$ cat config.mk
export PLATFORM = sky130hd
export DESIGN_NAME = axi_ram_bridge
export DESIGN_NICKNAME = d
export VERILOG_FILES = /design/src/rtl/axi_ram_bridge.sv
export SDC_FILE = /design/constraint.sdc
export NUM_CORES = 1
export LEC_CHECK = 0
export ABC_CLOCK_PERIOD_IN_PS = 4100
export CAP_MARGIN = 20
export CORE_MARGIN = 2
export CORE_UTILIZATION = 40
export CTS_BUF_LIST = sky130_fd_sc_hd__clkbuf_8
export DETAILED_ROUTE_END_ITERATION = 7
export PLACE_DENSITY = 0.81
export SLEW_MARGIN = 40
export SYNTH_ARGS = -nofsm -noshare
export SYNTH_HDL_FRONTEND = slang
export SYNTH_SLANG_ARGS = --single-unit
$ cat constraint.sdc
create_clock -name i_clk -period 4.1 [get_ports i_clk]
set_clock_uncertainty 0.15 [all_clocks]
set_input_delay 0.615 -clock i_clk [delete_from_list [all_inputs] [get_ports i_clk]]
set_output_delay 0.615 -clock i_clk [all_outputs]
set_load 0.1 [all_outputs]
$ cat src/rtl/axi_ram_bridge.sv
// AXI4 slave bridging single-beat-per-cycle writes and three-cycle reads onto a
// one-cycle-latency word RAM, with an optional read gate on FFT completion.
module axi_ram_bridge #(
  parameter int unsigned DATA_WIDTH = 16,
  parameter int unsigned ADDR_WIDTH = 12,
  parameter int unsigned ID_WIDTH   = 2,
  parameter int unsigned DEPTH      = 1024,
  parameter int unsigned READ_GATE  = 1
) (
  input  logic                       i_clk,
  input  logic                       i_rstn,
  input  logic [ADDR_WIDTH-1:0]      i_AWADDR,
  input  logic [7:0]                 i_AWLEN,
  input  logic [2:0]                 i_AWSIZE,
  input  logic [1:0]                 i_AWBURST,
  input  logic [ID_WIDTH-1:0]        i_AWID,
  input  logic                       i_AWVALID,
  output logic                       o_AWREADY,
  input  logic [DATA_WIDTH-1:0]      i_WDATA,
  input  logic [DATA_WIDTH/8-1:0]    i_WSTRB,
  input  logic                       i_WLAST,
  input  logic                       i_WVALID,
  output logic                       o_WREADY,
  output logic [ID_WIDTH-1:0]        o_BID,
  output logic [1:0]                 o_BRESP,
  output logic                       o_BVALID,
  input  logic                       i_BREADY,
  input  logic [ADDR_WIDTH-1:0]      i_ARADDR,
  input  logic [7:0]                 i_ARLEN,
  input  logic [2:0]                 i_ARSIZE,
  input  logic [1:0]                 i_ARBURST,
  input  logic [ID_WIDTH-1:0]        i_ARID,
  input  logic                       i_ARVALID,
  output logic                       o_ARREADY,
  output logic [DATA_WIDTH-1:0]      o_RDATA,
  output logic [ID_WIDTH-1:0]        o_RID,
  output logic [1:0]                 o_RRESP,
  output logic                       o_RLAST,
  output logic                       o_RVALID,
  input  logic                       i_RREADY,
  output logic                       o_ram_we,
  output logic                       o_ram_re,
  output logic [$clog2(DEPTH)-1:0]   o_ram_index,
  output logic [DATA_WIDTH-1:0]      o_ram_wdata,
  output logic [DATA_WIDTH/8-1:0]    o_ram_be,
  input  logic [DATA_WIDTH-1:0]      i_ram_rdata,
  input  logic                       i_calc_end,
  output logic                       o_data_loaded
);
  localparam int unsigned SIZE_LOG = $clog2(DATA_WIDTH / 8);
  localparam int unsigned RAM_AW   = $clog2(DEPTH);
  localparam int unsigned IW       = RAM_AW + 1;
  localparam logic [1:0]  OKAY     = 2'b00;
  localparam logic [1:0]  SLVERR   = 2'b10;

  typedef enum logic [2:0] {IDLE, WDATA, WRESP, RISSUE, RLOAD, RDATA} state_e;

  state_e                  state_q, state_d;
  logic [ID_WIDTH-1:0]     id_q, id_d;
  logic [7:0]              len_q, len_d, beat_q, beat_d;
  logic [1:0]              burst_q, burst_d, resp_q, resp_d;
  logic [IW-1:0]           start_q, start_d;
  logic                    illegal_q, illegal_d, extra_q, extra_d;
  logic [DATA_WIDTH-1:0]   rdata_q, rdata_d;

  logic                    idle, aw_hs, ar_hs, w_hs, req_bad;
  logic [IW-1:0]           idx, sum, len_x;
  logic                    idx_oor, beat_ok;

  function automatic logic req_illegal(input logic [2:0] size, input logic [1:0] burst,
                                       input logic [7:0] len);
    return (size != 3'(SIZE_LOG)) || (burst == 2'b11) ||
           (burst == 2'b10 && !(len == 8'd1 || len == 8'd3 || len == 8'd7 || len == 8'd15));
  endfunction

  // READY outputs are gated by reset so they read 0 while i_rstn is low.
  assign idle      = (state_q == IDLE) && i_rstn;
  assign o_AWREADY = idle;
  assign o_ARREADY = idle && !i_AWVALID && ((READ_GATE == 0) || i_calc_end);
  assign aw_hs     = idle && i_AWVALID;
  assign ar_hs     = o_ARREADY && i_ARVALID;
  assign o_WREADY  = (state_q == WDATA);
  assign w_hs      = o_WREADY && i_WVALID;

  always_comb begin
    sum   = start_q + IW'(beat_q);
    len_x = IW'(len_q);
    case (burst_q)
      2'b00:   idx = start_q;
      2'b10:   idx = (start_q & ~len_x) | (sum & len_x);
      default: idx = sum;
    endcase
  end

  assign idx_oor = (idx >= IW'(DEPTH));
  assign beat_ok = !illegal_q && !idx_oor;
  assign req_bad = aw_hs ? req_illegal(i_AWSIZE, i_AWBURST, i_AWLEN)
                         : req_illegal(i_ARSIZE, i_ARBURST, i_ARLEN);

  assign o_ram_we      = w_hs && beat_ok && !extra_q;
  assign o_ram_re      = (state_q == RISSUE) && beat_ok;
  assign o_ram_index   = (state_q == WDATA || state_q == RISSUE) ? idx[RAM_AW-1:0] : '0;
  assign o_ram_wdata   = o_WREADY ? i_WDATA : '0;
  assign o_ram_be      = o_WREADY ? i_WSTRB : '0;
  assign o_BVALID      = (state_q == WRESP);
  assign o_BID         = o_BVALID ? id_q : '0;
  assign o_BRESP       = o_BVALID ? resp_q : OKAY;
  assign o_data_loaded = o_BVALID && i_BREADY && (resp_q == OKAY);
  assign o_RVALID      = (state_q == RDATA);
  assign o_RID         = o_RVALID ? id_q : '0;
  assign o_RRESP       = o_RVALID ? (resp_q | (idx_oor ? SLVERR : OKAY)) : OKAY;
  assign o_RLAST       = o_RVALID && (beat_q == len_q);
  assign o_RDATA       = rdata_q;

  always_comb begin
    state_d   = state_q;
    id_d      = id_q;
    len_d     = len_q;
    burst_d   = burst_q;
    start_d   = start_q;
    beat_d    = beat_q;
    resp_d    = resp_q;
    illegal_d = illegal_q;
    extra_d   = extra_q;
    rdata_d   = rdata_q;
    case (state_q)
      IDLE: begin
        if (aw_hs || ar_hs) begin
          id_d      = aw_hs ? i_AWID : i_ARID;
          len_d     = aw_hs ? i_AWLEN : i_ARLEN;
          burst_d   = aw_hs ? i_AWBURST : i_ARBURST;
          start_d   = aw_hs ? IW'(i_AWADDR >> SIZE_LOG) : IW'(i_ARADDR >> SIZE_LOG);
          beat_d    = '0;
          extra_d   = 1'b0;
          illegal_d = req_bad;
          resp_d    = req_bad ? SLVERR : OKAY;
          state_d   = aw_hs ? WDATA : RISSUE;
        end
      end
      WDATA: begin
        if (w_hs) begin
          if (!extra_q) beat_d = beat_q + 8'd1;
          if (!extra_q && idx_oor) resp_d = SLVERR;
          if (i_WLAST) begin
            if (extra_q || beat_q != len_q) resp_d = SLVERR;
            state_d = WRESP;
          end else if (beat_q == len_q) begin
            // Missing WLAST on beat LEN: later beats are beyond the burst and dropped.
            extra_d = 1'b1;
            resp_d  = SLVERR;
          end
        end
      end
      WRESP:  if (i_BREADY) state_d = IDLE;
      RISSUE: state_d = RLOAD;
      RLOAD: begin
        rdata_d = beat_ok ? i_ram_rdata : '0;
        state_d = RDATA;
      end
      RDATA: begin
        if (i_RREADY) begin
          if (beat_q == len_q) begin
            state_d = IDLE;
          end else begin
            beat_d  = beat_q + 8'd1;
            state_d = RISSUE;
          end
        end
      end
      default: state_d = IDLE;
    endcase
  end

  always_ff @(posedge i_clk or negedge i_rstn) begin
    if (!i_rstn) begin
      state_q   <= IDLE;
      id_q      <= '0;
      len_q     <= '0;
      burst_q   <= '0;
      start_q   <= '0;
      beat_q    <= '0;
      resp_q    <= OKAY;
      illegal_q <= 1'b0;
      extra_q   <= 1'b0;
      rdata_q   <= '0;
    end else begin
      state_q   <= state_d;
      id_q      <= id_d;
      len_q     <= len_d;
      burst_q   <= burst_d;
      start_q   <= start_d;
      beat_q    <= beat_d;
      resp_q    <= resp_d;
      illegal_q <= illegal_d;
      extra_q   <= extra_d;
      rdata_q   <= rdata_d;
    end
  end
endmodule
==> results.toml <==
[status]
status = "finished clean"

[placed_design]
hpwlAfterDp_mm = 8.50
globalplace.congestion = 0.872
io_buffers = 155
placed_cells = 673

[power]
p_per_area_nw_per_um2 = 753
vdd_drop_max_uv = 440
power.static_leakage_nw = 2.57

[floorplan]
die-height_um = 99.4
core_region_area_sq_um = 8760
initial_core_util_pct = 41.5
num_rows = 34
io_pins = 158
dieArea_sq_um = 9880
fp.dieW_um = 99.4

[sta]
hold_viol = 0
min_period_ns = 3.86
fmax_ghz = 0.259
hold_ws_ns = 0.285
min_period_over_period_pct = 94.2
relSlewSlack_pct = 54.2
setup_tns_ns = 0
slew_violations = 0
tightest_slew_ns = 0.687
rsz0062_at_grt = "false"
finalSetupViolations = 0

[layout]
areaGrowthSynthToFinish_pct = 50.8
num-fill-cells = 760
stdcell_count = 681
final_util_pct = 62.6
drive_gt1_share_pct = 15.5
diodes = 0
final_nets = 679

[logic_synthesis]
netlist_instances = 428
synth_common_cells = "nand2_1 (76), dfrtp_1 (54), o21ai_0 (40)"
ys_types = 60
synthMostInstantiatedCell = "nand2_1"
async_reset_ff_share_pct = 100
ys_seq_area_share_pct = 37.1
yosysTopAreaCellShare_pct = 37.1
synth_area_leader_cell = "dfrtp_1"
netlist_area_sq_um = 3640
synth_flop_cell = "dfrtp_1"
yosys_warnings = 0
synth_edf_count = 0
syn-num-nets = 535
syn_avg_cell_area_sq_um = 8.50
synth-seq-cells = 54
ys_top_cells_by_area = "dfrtp_1 (37%), nand2_1 (7.8%), mux2i_1 (7.7%)"

[setup_path]
ff2ff_setup_slack_ns = 1.27
critPathKind = "reg2out"
worstPathRequired_ns = 3.34
reg2regPathDepth = 6
start_kind = "flip-flop"
path_max_fanout = 18
end_kind = "output pin"
timing.rr.end = "resp_q[1]$_DFFE_PN0P_"
rr_startpoint = "state_q[2]$_DFFE_PN0P_"
crit_arrival_ns = 3.10

[cts]
cts_buffer_depth = 2
cts_resized = 0
clock_latency_ns = 0.31
cts_sinks = 54
post-cts-setup-buffer-count = 0
path_clk_slew_ns = 0.11
cts_inserted_buffers = 5
hold_buffers = 0
cts_tree = "done"
cts_root_buf = "clkbuf_8"
cts-htree-levels = 2

[detailed_routing]
ant_nets = 0
drcViolationCount = 0
via_per_inst = 5.40
num_vias = 3675
drt-total-wl_mm = 10.7
drt_iter0_drc = 186
first_pass_iters = 4
detail_route.wl_per_cell_um = 15.7

[hold_path]
hold_class = "in2async"

[job]
max-cap-violations = 0

[global_routing]
grt_util_all_layers_pct = 21.5
grt_start_max_net_pins = 55
grt_pass1_vias = 3698
grt_pass1_wl_mm = 17.5
grt_antenna_before_repair = 0
gr-total-overflow = 0
-- cells by family (layout without fill, tap and decap cells) --
family                     after synthesis  count (layout)  synth area share, %
AOI/OAI and AO/OA                      115             115                 20.0
and+or+nand+nor                        178             178                 25.0
buffers and inverters                   29             174                 3.06
xor gates and xnor gates                13              13                 3.13
adders and majority gates               10              10                 3.65
DFF                                     54              54                 37.1
muxes                                   29              29                 8.01
-- cell usage in the layout (no fill, tap or decap), types with 4 or more instances in the layout --
cell              n
nand3_1           6
buf_12           20
buf_4            32
nand2b_1          5
clkbuf_8          5
and2_1           23
nand2_1          76
clkdlybuf4s50_1  93
a211oi_1          4
nor2b_1           5
xor2_1           10
buf_2            17
o211ai_1          4
inv_1             4
dfrtp_1          54
a21oi_1          21
or3_1             6
mux2i_1          28
a31oi_1           6
and3_1            6
ha_1              9
o21ai_0          40
o21ai_1           9
nor2_1           23
nor3_1            4
-- layer usage --
metal  part of all wire (%)  vias up  GRT usage, %
li1                       -     1816             -
met1                     42     1704          27.4
met2                     51      141          39.1
met3                    6.2       14          3.02
met4                    1.3        0          4.11
met5                      0        -             0
-- cell type report --
type                    count  area, sq um  share of cell area (%)
multi-input cells         345         2190                    39.9
repair buffers            162         1660                    30.2
flip-flops and latches     54         1350                    24.6
well taps                 108          135                    2.46
clock buffers               5         68.8                    1.25
clock inverters             3         68.8                    1.25
inverters                   4         15.0                   0.274
-- stage by stage --
step	worst slack, ns	total power [mW]	instance area (sq um)
6_report	0.236	4.13	5490
5_1_grt	0.0478	4.35	5490
4_1_cts	0.248	4.14	5490
3_5_place_dp	0.599	3.71	5350
3_3_place_gp	0.673	3.69	5430
2_1_floorplan	0.0173	2.96	3650
-- report_power, final --
part	switching, mW	internal [mW]
Combinational	1.99	0.795
Clock	0.183	0.245
Sequential	0.194	0.721
Total	2.37	1.76
-- flip-flops by register name, summed over array words and instances (netlist names), 2 cells and up --
register,flops
id_q,2
beat_q,8
o_RDATA,16
state_q,3
len_q,8
start_q,11
resp_q,2
burst_q,2
-- worst max-delay path: stages, from the launching register on --
cell and delay [ns]:
dfrtp_1 0.48, ha_1 0.27, fa_1 0.44, a211oi_1 0.33, o211a_1 0.26, or3_1 0.16, nand3_2 0.30, nor3_2 0.32
buf_12 0.21
-- how the worst max path moves through the flow --
| stage | from | endpoint | slack [ns] | cells past startpoint |
|---|---|---|---|---|
| 3_5_place_dp | beat_q[0]$_DFFE_PN0P_ | o_ram_re | 0.60 | 8 |
| 5_1_grt | beat_q[0]$_DFFE_PN0P_ | o_ram_re | 0.05 | 8 |
| 2_1_floorplan | beat_q[0]$_DFFE_PN0P_ | o_ram_index[8] | 0.02 | 7 |
| 4_1_cts | beat_q[0]$_DFFE_PN0P_ | o_ram_re | 0.25 | 8 |
| 6_report | beat_q[0]$_DFFE_PN0P_ | o_ram_re | 0.24 | 8 |
| 3_3_place_gp | beat_q[0]$_DFFE_PN0P_ | o_ram_re | 0.67 | 8 |
(Power assumes the default switching activity.)
